**config.mk**
```make
export PLATFORM = sky130hd
export DESIGN_NAME = code_stream_classifier
export DESIGN_NICKNAME = d
export VERILOG_FILES = /design/src/rtl/code_stream_classifier.sv
export SDC_FILE = /design/constraint.sdc
export NUM_CORES = 1
export LEC_CHECK = 0
export ABC_AREA = 1
export CORE_AREA = 4 4 117 86
export DETAILED_ROUTE_END_ITERATION = 7
export DIE_AREA = 0 0 121 90
export PLACE_DENSITY = 0.5
export SYNTH_ARGS = -nofsm -noshare
export SYNTH_HDL_FRONTEND = slang
export SYNTH_SLANG_ARGS = --single-unit
export TNS_END_PERCENT = 100
```
**constraint.sdc**
```tcl
create_clock -name clock -period 1.6 [get_ports clock]
set_input_delay 0.24 -clock clock [delete_from_list [all_inputs] [get_ports clock]]
set_output_delay 0.24 -clock clock [all_outputs]
set_load 0.02 [all_outputs]
```
**src/rtl/code_stream_classifier.sv**
```systemverilog
// Streaming character-code classifier: tags each accepted code as valid letter / vowel,
// forwards it through a one-entry output register and keeps saturating statistics.
module code_stream_classifier #(
  parameter int                  W          = 6,
  parameter logic [(1<<W)-1:0]   VALID_MASK = 64'h0000_0000_07FF_FFFE,
  parameter logic [(1<<W)-1:0]   VOWEL_MASK = 64'h0000_0000_0020_8222,
  parameter int                  CNT_W      = 8,
  parameter int                  MAX_RUN    = 4
) (
  input  logic             clock,
  input  logic             reset_L,
  input  logic [W-1:0]     in_code,
  input  logic             in_valid,
  output logic             in_ready,
  input  logic             drop_invalid,
  input  logic             clear,
  output logic [W-1:0]     out_code,
  output logic             out_isValid,
  output logic             out_isVowel,
  output logic             out_valid,
  input  logic             out_ready,
  output logic [CNT_W-1:0] vowel_cnt,
  output logic [CNT_W-1:0] cons_cnt,
  output logic [CNT_W-1:0] inv_cnt,
  output logic             run_alarm
);

  // Handshake: a transfer happens on a rising edge where valid and ready are both 1.
  // in_ready depends only on out_valid/out_ready, never on in_valid.

  localparam int               RUN_W   = $clog2(MAX_RUN + 1);
  localparam logic [RUN_W-1:0] RUN_MAX = RUN_W'(MAX_RUN);
  localparam logic [CNT_W-1:0] CNT_MAX = '1;

  logic [W-1:0]     r_out_code;
  logic             r_out_is_valid;
  logic             r_out_is_vowel;
  logic             r_out_valid;
  logic [CNT_W-1:0] r_vowel_cnt;
  logic [CNT_W-1:0] r_cons_cnt;
  logic [CNT_W-1:0] r_inv_cnt;
  logic [RUN_W-1:0] r_run_cnt;
  logic             r_run_alarm;

  logic             w_is_valid;
  logic             w_is_vowel;
  logic             w_in_ready;
  logic             w_accept;
  logic             w_forward;
  logic             w_count;
  logic [RUN_W-1:0] w_run_next;

  assign w_is_valid = VALID_MASK[in_code];
  assign w_is_vowel = VOWEL_MASK[in_code] & w_is_valid;
  assign w_in_ready = reset_L & (~r_out_valid | out_ready);
  assign w_accept   = in_valid & w_in_ready;
  assign w_forward  = w_accept & (w_is_valid | ~drop_invalid);
  // clear wins over statistics but never blocks forwarding
  assign w_count    = w_accept & ~clear;

  always_comb begin
    w_run_next = r_run_cnt;
    if (w_is_valid) begin
      w_run_next = '0;
    end else if (r_run_cnt != RUN_MAX) begin
      w_run_next = r_run_cnt + RUN_W'(1);
    end
  end

  always_ff @(posedge clock or negedge reset_L) begin
    if (!reset_L) begin
      r_out_valid    <= 1'b0;
      r_out_code     <= '0;
      r_out_is_valid <= 1'b0;
      r_out_is_vowel <= 1'b0;
    end else if (w_forward) begin
      r_out_valid    <= 1'b1;
      r_out_code     <= in_code;
      r_out_is_valid <= w_is_valid;
      r_out_is_vowel <= w_is_vowel;
    end else if (out_ready) begin
      r_out_valid    <= 1'b0;
    end
  end

  always_ff @(posedge clock or negedge reset_L) begin
    if (!reset_L) begin
      r_vowel_cnt <= '0;
      r_cons_cnt  <= '0;
      r_inv_cnt   <= '0;
      r_run_cnt   <= '0;
      r_run_alarm <= 1'b0;
    end else if (clear) begin
      r_vowel_cnt <= '0;
      r_cons_cnt  <= '0;
      r_inv_cnt   <= '0;
      r_run_cnt   <= '0;
      r_run_alarm <= 1'b0;
    end else if (w_count) begin
      if (w_is_vowel) begin
        if (r_vowel_cnt != CNT_MAX) r_vowel_cnt <= r_vowel_cnt + CNT_W'(1);
      end else if (w_is_valid) begin
        if (r_cons_cnt != CNT_MAX) r_cons_cnt <= r_cons_cnt + CNT_W'(1);
      end else begin
        if (r_inv_cnt != CNT_MAX) r_inv_cnt <= r_inv_cnt + CNT_W'(1);
      end
      r_run_cnt <= w_run_next;
      if (w_run_next == RUN_MAX) r_run_alarm <= 1'b1;
    end
  end

  assign in_ready    = w_in_ready;
  assign out_code    = r_out_code;
  assign out_isValid = r_out_is_valid;
  assign out_isVowel = r_out_is_vowel;
  assign out_valid   = r_out_valid;
  assign vowel_cnt   = r_vowel_cnt;
  assign cons_cnt    = r_cons_cnt;
  assign inv_cnt     = r_inv_cnt;
  assign run_alarm   = r_run_alarm;

endmodule

```
# After elaboration in Yosys (flattened, before gate mapping)
# Memories as Yosys holds them, arrays and structs flattened.
# Cells that the tools add are included.
# op_classes
n_reduce_logical,12
bitwise,10
order_cmp,1
n_eq_ne,7
mux,25
addsub,4
# op_table
cell,n
$mux 8,14
$add 8x1->8 const B,3
$ne 8x8->1 const B,3
$reduce_bool 2->1,8
$mux 3,4
$reduce_and 4->1,2
$lt 6x7->1 const B,1
$mux 1,7
$and 1x1->1,5
$ne 2x2->1 const B,2
$add 3x1->3 const B,1
$eq 3x3->1 const B,1
$ne 3x3->1 const B,1
$not 1->1,3
$reduce_and 3->1,1
$or 1x1->1,2
$reduce_and 2->1,1
# totals
out_inout_bits,35
n_memories,2
regBits,37
wordCells,70
romBits,128
input_bits,12
# memory_table
memory,depth,width,read_ports,rd_clocked_by_memory_dff,wr,line,rtl
(no name shown),64,1,1,0,0,54,assign w_is_vowel = VOWEL_MASK[in_code] & w_is_valid;
(no name shown),64,1,1,0,0,53,assign w_is_valid = VALID_MASK[in_code];

# Logic depth before layout (Yosys ltp)
# Gate-level depths: netlist of the first run.
# logic_depth
ltp_word,7
mapped_depth,9
ltp_nobuf,9

# Worst setup path after synthesis of the first run
# No wires, ideal clock.
# synth_timing
kind,reg-to-reg
startpoint,"reg r_inv_cnt[0], in the netlist inv_cnt[0]"
endpoint,"reg r_inv_cnt[4], in the netlist inv_cnt[4]"
stages_incl_launch_ff,9
path_buffers,0
setup_ns,0.121
t_required_ns,1.479
setup_slack_ns,0.019
period_less_slack_ns,1.581
arrival_ns,1.460
path_cell_list,dfrtp_1 ha_1 nand3_1 nor2_1 nand3_1 nand3_4 nand2_4 nand2_1 o21ai_2
# synth_via
elab_chain_len,6
word_cells_on_any_way,9
classes_between,add/sub: 1; eq/ne: 1; mux: 5; reduce/logical: 2
# synth_rtl
element,line,rtl
from (decl),41,logic [CNT_W-1:0] r_inv_cnt;
from (signal assigned),105,if (r_inv_cnt != CNT_MAX) r_inv_cnt <= r_inv_cnt + CNT_W'(1);
$add 8x1->8,105,
$mux 8,105,
$mux 8,102,end else if (w_is_valid) begin
$mux 8,100,if (w_is_vowel) begin
$mux 8,99,end else if (w_count) begin
$mux 8,93,end else if (clear) begin
# Several ways; a longest one is shown, not always the timed one. The select of a mux whose other input is x is not followed.
# A chain may end at the register's enable or synchronous reset.

# Worst setup path after layout of the first run
# layout_timing
startpoint,"reg r_cons_cnt[6], in the netlist cons_cnt[6]"
endpoint,out cons_cnt[6]
# layout_rtl
element,line,rtl
from (decl),40,logic [CNT_W-1:0] r_cons_cnt;
from (signal assigned),103,if (r_cons_cnt != CNT_MAX) r_cons_cnt <= r_cons_cnt + CNT_W'(1);
to (decl),23,"output logic [CNT_W-1:0] cons_cnt,"
# No word-level cell between the ends.

==> results of run 1 <==
-- layout make-up --
cell class / count / area (um2) / share of cell area, %
tap: 124 / 155.1 / 4.884
sequential: 37 / 925.9 / 29.15
inverter: 32 / 120.1 / 3.781
multi-input combinational: 208 / 1135 / 35.72
clock buffer: 6 / 128.9 / 4.057
timing repair buffer: 75 / 701.9 / 22.10
clock inverter: 2 / 10.01 / 0.3151
-- per-stage QoR --
step | total power [uW] | utilization [%] | cell area (um2) | hold slack [ps]
floorplan | 1308 | - | 2195 | -55.59
global placement | 1582 | 33.40 | 2969 | 385.1
detailed placement | 1585 | 33.40 | 2969 | 393.7
CTS | 2549 | 34.81 | 3094 | 100.4
global route | 2645 | 35.74 | 3177 | 126.8
finish | 2513 | 35.74 | 3177 | 69.05
-- state kept, by name (all words and copies together) (netlist names) --
register     cells
cons_cnt         8
inv_cnt          8
out_code         6
out_isValid      1
out_isVowel      1
out_valid        1
r_run_cnt        3
run_alarm        1
vowel_cnt        8
-- cells in the mapped netlist (all sizes together) --
library cell | n | area, um2
nand2 | 94 | 382.9
nand3 | 43 | 260.3
dfrtp | 37 | 925.9
inv | 31 | 116.4
nor2 | 15 | 75.08
o21ai | 15 | 82.58
nand4 | 12 | 75.07
buf | 6 | 36.28
xnor2 | 6 | 52.55
ha | 5 | 62.56
nor3 | 4 | 25.02
xor2 | 4 | 35.03
a21oi | 3 | 15.01
o22ai | 2 | 12.51
and2 | 1 | 6.260
and3 | 1 | 6.260
clkinv | 1 | 3.750
nand3b | 1 | 7.510
nor3b | 1 | 7.510
or2 | 1 | 6.260
-- layer usage --
layer	wire (um)	up-vias	share of wire, %	track usage (%)
met2	2525	37	44	16.41
met3	252	2	4.4	2.509
met5	0	-	0	0
li1	-	1077	-	-
met1	2923	966	51	15.38
met4	34	0	0.59	2.264
-- worst max-delay path by stage --
stage,start,end,slack [ps],cells after the start
finish,cons_cnt[6],cons_cnt[6],60,1
global route,cons_cnt[1],cons_cnt[3],-20,9
CTS,inv_cnt[5],inv_cnt[5],2,1
detailed placement,in_code[3],out_code[4],-220,10
global placement,in_code[3],out_code[0],-190,10
floorplan,inv_cnt[0],inv_cnt[4],20,8
-- logic make-up after synthesis --
family | count (synthesis) | synth area share (%)
compound gates | 20 | 5.017
fa+ha+maj | 5 | 2.851
flops | 37 | 42.19
buf+inv | 38 | 7.126
simple gates | 173 | 38.83
xor+xnor | 10 | 3.991
-- repair_timing --
item	CTS	global route
hold endpoints to repair	0	0
setup endpoints to repair	11	31
pin swaps	0	4
resized for setup	11	13
buffers inserted	0	4
-- report_power, final --
| group | total (uW) | internal (uW) | leakage [uW] | switching (uW) |
|---|---|---|---|---|
| sequential | 1040 | 996 | 0.000501 | 45.6 |
| combinational | 518 | 230 | 0.00113 | 288 |
| clock | 954 | 573 | 0.0000706 | 381 |
==> flow_summary.toml, run 1 <==
[finish]
finish.net_count = 376
final_common_cell = "nand2_1"
fillCellCount = 955
antennaDiodeCount = 0
drive_above_1_share_pct = 17.50
layout_common_cells = "nand2_1 (88), nand3_1 (37), dfrtp_1 (37), inv_1 (28)"
fin_cells = 484
area_growth_pct = 44.75

[die]
rows = 29
die_y_um = 90
ios = 47
fp.dieArea_um2 = 10890
fp.coreArea_um2 = 8890
die_w_um = 121
initial_utilization_pct = 24.69

[critical_path]
arrival_ps = 1300
crit_buf_inv = 1
reg2reg_depth = 8
rr_endpoint = "inv_cnt[4]"
cp_max_fo = 4
critPathKind = "reg2out"
r2r_setup_slack_ps = 140
crit_required_ps = 1360
cp-end-kind = "output port"
reg2reg_from = "inv_cnt[1]"
cp_slowest_stage_delay_ps = 630
crit_chain = "clkdlybuf4s50_1"
cp_slowest_cell = "clkdlybuf4s50_1"
crit_path_start_kind = "flip-flop"
crit_family = "buffers and inverters"

[logic_synthesis]
synth.net_count = 300
synth.distinct_cells = 31
yosys_warnings = 0
netlist_area_um2 = 2195
synth-seq-cells = 37
yosysSeqAreaShare_pct = 42.19
synth_cells = 283
syn_avg_cell_area_um2 = 7.755

[global_routing]
grt_remaining_overflow = 0
grt_max_degree = 38
grt_pass1_wl_um = 9701
grt_pass1_vias = 1946
track_usage_pct = 10.73
grt_antenna_before_repair = 0

[routing]
drc = 0
first_pass_iters = 4
drt-total-wl_um = 5735
wl_per_cell_um = 11.85
vias = 2082
drt_iter0_markers = 92
via_per_inst = 4.302
ant_nets = 0

[worst_hold_path]
hold_class = "in2async"

[timing]
relSlewSlack_pct = 66.16
fin_tns_setup_ps = 0
finClkSkew_ps = 5.075
setup_violations = 0
fin_crit_ps = 1539
hold_violations = 0
finalCritPeriodShare_pct = 96.16
max_freq_mhz = 650.0
tightest_slew_ps = 507.6
setup_ws_ps = 61.46
rsz0062_at_grt = "true"
slew_viol_final = 0

[clocking]
cts_made_buffers = 5
htreeDepth = 2
cts_root_buf = "clkbuf_16"
clock_path_buffers = 2
cts_hold_buffers = 0
tritoncts = "yes"
clkTransAtPathRegs_ps = 60
clkSinkCount = 37
worstSkewPairLatency_ps = 270

[flow_run]
cap_viol_max_count = 0

[outcome]
status = "completed"

[power_and_ir_drop]
ir_drop_v = 0.0004990
p_leak_uw = 0.001700
p_per_area_nw_per_um2 = 791.0

[placed_design]
io_buffers = 46
place_congestion = 0.7837
dp.cells = 472
dp_slack_ps = -215.7
dp_hpwl_um = 4089
Note: power is estimated with default switching activity, not from simulation.
==> run 2: changes to the inputs <==
--- a/config.mk
+++ b/config.mk
@@ -9,7 +9,6 @@
 export CORE_AREA = 4 4 117 86
 export DETAILED_ROUTE_END_ITERATION = 7
 export DIE_AREA = 0 0 121 90
-export PLACE_DENSITY = 0.5
 export SYNTH_ARGS = -nofsm -noshare
 export SYNTH_HDL_FRONTEND = slang
 export SYNTH_SLANG_ARGS = --single-unit
==> run 2 against run 1 <==
  * Fmax shrank 0.22%
  * Sequential share of layout area fell by 0.51 points
  * Combinational power increased by 1%
  * Sequential power is essentially flat
  * Hold slack gained 57 ps
  * Sequential cell count unchanged
  * Count of clock-buffer cells in the layout up 1
  * Global-route usage about the same
  * First-iteration DRC count shrank 9.8%
  * Cell count grew 0.21%
  * Wire length is essentially flat
  * Critical path type unchanged
  * Largest cell class unchanged
  * Largest power group is now the clock network
==> flow_summary.toml, run 2 (synthesis gave the netlist of run 1 again) <==
[die]
die_y_um = 90
die_w_um = 121
ios = 47
fp.coreArea_um2 = 8890
initial_utilization_pct = 24.69
rows = 29
fp.dieArea_um2 = 10890

[finish]
final_common_cell = "nand2_1"
finish.net_count = 377
antennaDiodeCount = 0
drive_above_1_share_pct = 18.84
layout_common_cells = "nand2_1 (87), dfrtp_1 (37), nand3_1 (34), buf_4 (29), inv_1 (28)"
area_growth_pct = 47.32
fillCellCount = 926
fin_util_pct = 36.37

[global_routing]
grt_util_met1_pct = 15.23
globalRouteMet2Util_pct = 16.18
grt_max_degree = 38
grt_antenna_before_repair = 0
grt.busiest_layer = "met2"
grt_pass1_wl_um = 9666
track_usage_pct = 10.70
grt_remaining_overflow = 0
grtUsageMet3_pct = 3.137
grt_pass1_vias = 2020

[critical_path]
reg2reg_from = "inv_cnt[0]"
critPathKind = "reg2out"
cp_slowest_stage_delay_ps = 620
cp-end-kind = "output port"
worstSetupStartpoint = "inv_cnt[6]"
cp_max_fo = 4
cp_slowest_cell = "clkdlybuf4s50_1"
crit_family = "buffers and inverters"
crit_required_ps = 1360
crit_buf_inv = 1
crit_path_start_kind = "flip-flop"
crit_chain = "clkdlybuf4s50_1"
arrival_ps = 1300

[outcome]
status = "completed"

[clocking]
cts_hold_buffers = 0
htreeDepth = 2
clkSinkCount = 37
clkTransAtPathRegs_ps = 60
worstSkewPairLatency_ps = 280
clock_path_buffers = 2
cts_made_buffers = 5
cts_root_buf = "clkbuf_16"
tritoncts = "yes"

[routing]
vias = 2108
wl_per_cell_um = 11.82
drc = 0
ant_nets = 0
via_per_inst = 4.346
drt_iter0_markers = 83
drt-total-wl_um = 5734
first_pass_iters = 4

[worst_hold_path]
hold_class = "in2async"

[power_and_ir_drop]
p_per_area_nw_per_um2 = 838.9
ir_drop_v = 0.0004304
p_leak_uw = 0.001730

[timing]
relSlewSlack_pct = 67.12
slew_viol_final = 0
holdWs_ps = 126.2
max_freq_mhz = 648.5
setup_violations = 0
finalCritPeriodShare_pct = 96.37
finClkSkew_ps = 5.809
tightest_slew_ps = 493.3
hold_violations = 0
fin_crit_ps = 1542

[flow_run]
cap_viol_max_count = 0

[placed_design]
dp_hpwl_um = 4182
place_congestion = 0.7797
io_buffers = 46
-- run 2: cell types whose count changed in the layout (fill, tap and decap cells not counted), sizes merged --
| cell | change |
|---|---|
| clkinv | -2 |
| bufinv | +1 |
| buf | +1 |
| dlymetal6s2s | +1 |
| clkbuf | +1 |
| dlygate4sd2 | -1 |
-- run 2: metal layers --
layer	part of all wire [%]	wire length, um
met2	44	2530
met4	0.66	38
met1	50	2860
met5	0	0
met3	5.3	305
-- run 2: per-stage QoR --
| stage | power (uW) | instances | worst slack (ps) | setup TNS [ps] | instance area [um2] |
|---|---|---|---|---|---|
| floorplan | 1308 | 283 | 19.36 | 0 | 2195 |
| global placement | 1581 | 470 | -147.7 | -3324 | 2954 |
| detailed placement | 1589 | 470 | -197.0 | -4978 | 2954 |
| CTS | 2736 | 478 | 1.200 | 0 | 3114 |
| global route | 2842 | 485 | -32.37 | -62.00 | 3233 |
| finish | 2712 | 485 | 58.02 | 0 | 3233 |
-- run 2: worst paths after layout --
check,end,slack [ps],cells past startpoint
worst max-delay path,inv_cnt[6],60,1
worst min-delay path,vowel_cnt[6],130,2
worst max register to register,inv_cnt[4],120,8
worst min register to register,out_code[3],480,2
max in group asynchronous,inv_cnt[6],1140,2
min in group clock,out_code[3],420,4
-- run 2: power breakdown --
part / internal [uW] / switching, uW
Sequential: 996 / 47.8
Clock: 778 / 367
Combinational: 234 / 290
Total: 2010 / 704
-- run 2: final cells by class --
type                       count  area, um2  area share, %
clock buffer                   7      142.6          4.412
sequential                    37      925.9          28.64
multi-input combinational    208       1159          35.84
clock inverter                 1      30.03         0.9288
timing repair buffer          76      700.7          21.67
tap                          124      155.1          4.799
inverter                      32      120.1          3.715
-- run 2: repair_timing --
item                                    in CTS  in global routing
pin swaps                                    0                  5
resized for setup                           10                 20
setup buffers                                0                  7
endpoints found under the setup margin      10                 32
==> run 3: changes to the inputs <==
--- a/config.mk
+++ b/config.mk
@@ -6,9 +6,10 @@
 export NUM_CORES = 1
 export LEC_CHECK = 0
 export ABC_AREA = 1
-export CORE_AREA = 4 4 117 86
+export CORE_AREA = 4 4 86 64
 export DETAILED_ROUTE_END_ITERATION = 7
-export DIE_AREA = 0 0 121 90
+export DIE_AREA = 0 0 90 68
+export PLACE_DENSITY = 0.75
 export SYNTH_ARGS = -nofsm -noshare
 export SYNTH_HDL_FRONTEND = slang
 export SYNTH_SLANG_ARGS = --single-unit
==> run 3 against run 2 <==
  * Clock power down 25%
  * Largest cell class unchanged
  * Wire length is 6.8% lower
  * Total power is 11% lower
  * Global-route usage rose by 7.3 points
  * Register-to-register slack got worse by 30 ps
  * Fmax decreased by 0.55%
  * Largest power group is now registers
  * Worst setup slack lost 8.5 ps
  * Sequential cell count is the same
  * Final area is 7.0% lower
  * Critical path depth unchanged
==> flow_summary.toml, run 3 (synthesis gave the netlist of run 1 again) <==
[outcome]
status = "completed"

[critical_path]
reg2reg_from = "cons_cnt[0]"
rr_endpoint = "cons_cnt[6]"
reg2reg_depth = 9
r2r_setup_slack_ps = 90
crit_chain = "clkdlybuf4s50_1"
crit_path_start_kind = "flip-flop"
crit_required_ps = 1360
cp-end-kind = "output port"
critPathKind = "reg2out"
cp_slowest_cell = "clkdlybuf4s50_1"
arrival_ps = 1310
cp_slowest_stage_delay_ps = 620
crit_buf_inv = 1
crit_family = "buffers and inverters"
cp_max_fo = 3

[global_routing]
track_usage_pct = 18.03
grt.busiest_layer = "met2"
grt_util_met1_pct = 23.63
globalRouteMet2Util_pct = 29.77
grtUsageMet3_pct = 4.396
grt_pass1_vias = 1938
grt_remaining_overflow = 0
grt_pass1_wl_um = 8859
grt_max_degree = 38
grt_antenna_before_repair = 0

[die]
die_w_um = 90
rows = 21
initial_utilization_pct = 47.19
fp.dieArea_um2 = 6120
ios = 47
die_y_um = 68
fp.coreArea_um2 = 4651

[finish]
drive_above_1_share_pct = 16.62
fin_cells = 412
finish.net_count = 371
final_common_cell = "nand2_1"
fillCellCount = 415
postLayoutCellArea_um2 = 3008
area_growth_pct = 37.06
antennaDiodeCount = 0
layout_common_cells = "nand2_1 (88), dfrtp_1 (37), nand3_1 (36), inv_1 (28)"

[clocking]
clkSinkCount = 37
htreeDepth = 2
worstSkewPairLatency_ps = 290
cts_made_buffers = 5
clkTransAtPathRegs_ps = 80
tritoncts = "yes"
cts_root_buf = "clkbuf_8"
clock_path_buffers = 2
cts_hold_buffers = 0

[power_and_ir_drop]
p_total_uw = 2402
p_per_area_nw_per_um2 = 798.4
p_leak_uw = 0.001683
ir_drop_v = 0.0007468

[routing]
wl_per_cell_um = 12.97
ant_nets = 0
drt_iter0_markers = 99
drt-total-wl_um = 5345
vias = 2116
via_per_inst = 5.136
first_pass_iters = 4
drc = 0

[placed_design]
place_congestion = 0.7924
dp.cells = 401
dp_hpwl_um = 3928
dpl_cell_area_um2 = 2843
io_buffers = 46

[flow_run]
cap_viol_max_count = 0

[timing]
slew_viol_final = 0
relSlewSlack_pct = 68.47
finClkSkew_ps = 11.03
fin_tns_setup_ps = 0
max_freq_mhz = 645.0
tightest_slew_ps = 473.0
holdWs_ps = 75.52
hold_violations = 0
fin_crit_ps = 1550
setup_violations = 0
finalCritPeriodShare_pct = 96.90

[worst_hold_path]
hold_class = "in2async"
[run 3: report_power, final]
group	internal [uW]	total, uW	switching, uW
clock network	509	853	344
registers	994	1040	46.4
logic	221	508	287
total	1720	2400	678
[run 3: worst max-delay path by stage]
stage	endpoint	cells after the start	start	slack (ps)
3_5_place_dp	inv_cnt[4]	9	in_code[3]	-210
5_1_grt	cons_cnt[6]	9	cons_cnt[0]	-4
4_1_cts	vowel_cnt[5]	1	vowel_cnt[5]	3
3_3_place_gp	in_ready	5	out_ready	-130
6_report	vowel_cnt[0]	1	vowel_cnt[0]	50
2_1_floorplan	inv_cnt[4]	8	inv_cnt[0]	20
[run 3: per-layer routing]
| metal | wire, um | vias to the layer above |
|---|---|---|
| met4 | 56 | 0 |
| met3 | 230 | 9 |
| met1 | 2588 | 991 |
| met2 | 2470 | 52 |
| met5 | 0 | - |
| li1 | - | 1064 |
[run 3: cell type report]
| cell class | count | area (um2) | area share [%] |
|---|---|---|---|
| clock buffers | 7 | 86.33 | 2.870 |
| inverters | 32 | 120.1 | 3.993 |
| repair buffers | 70 | 639.4 | 21.26 |
| flip-flops and latches | 37 | 925.9 | 30.78 |
| well taps | 57 | 71.32 | 2.371 |
| clock inverters | 1 | 30.03 | 0.9983 |
| multi-input cells | 208 | 1135 | 37.73 |
[run 3: repair_timing]
item	CTS	global route
hold endpoints to repair	0	0
pin swaps	0	3
gates resized for setup	13	15
buffers inserted	0	3
setup endpoints to repair	13	33
[run 3: metrics by stage]
stage | utilization, % | setup WS, ps
3_3_place_gp | 61.12 | -128.4
5_1_grt | 64.68 | -3.603
4_1_cts | 63.28 | 3.028
3_5_place_dp | 61.12 | -214.8
6_report | 64.68 | 49.55
2_1_floorplan | - | 19.36
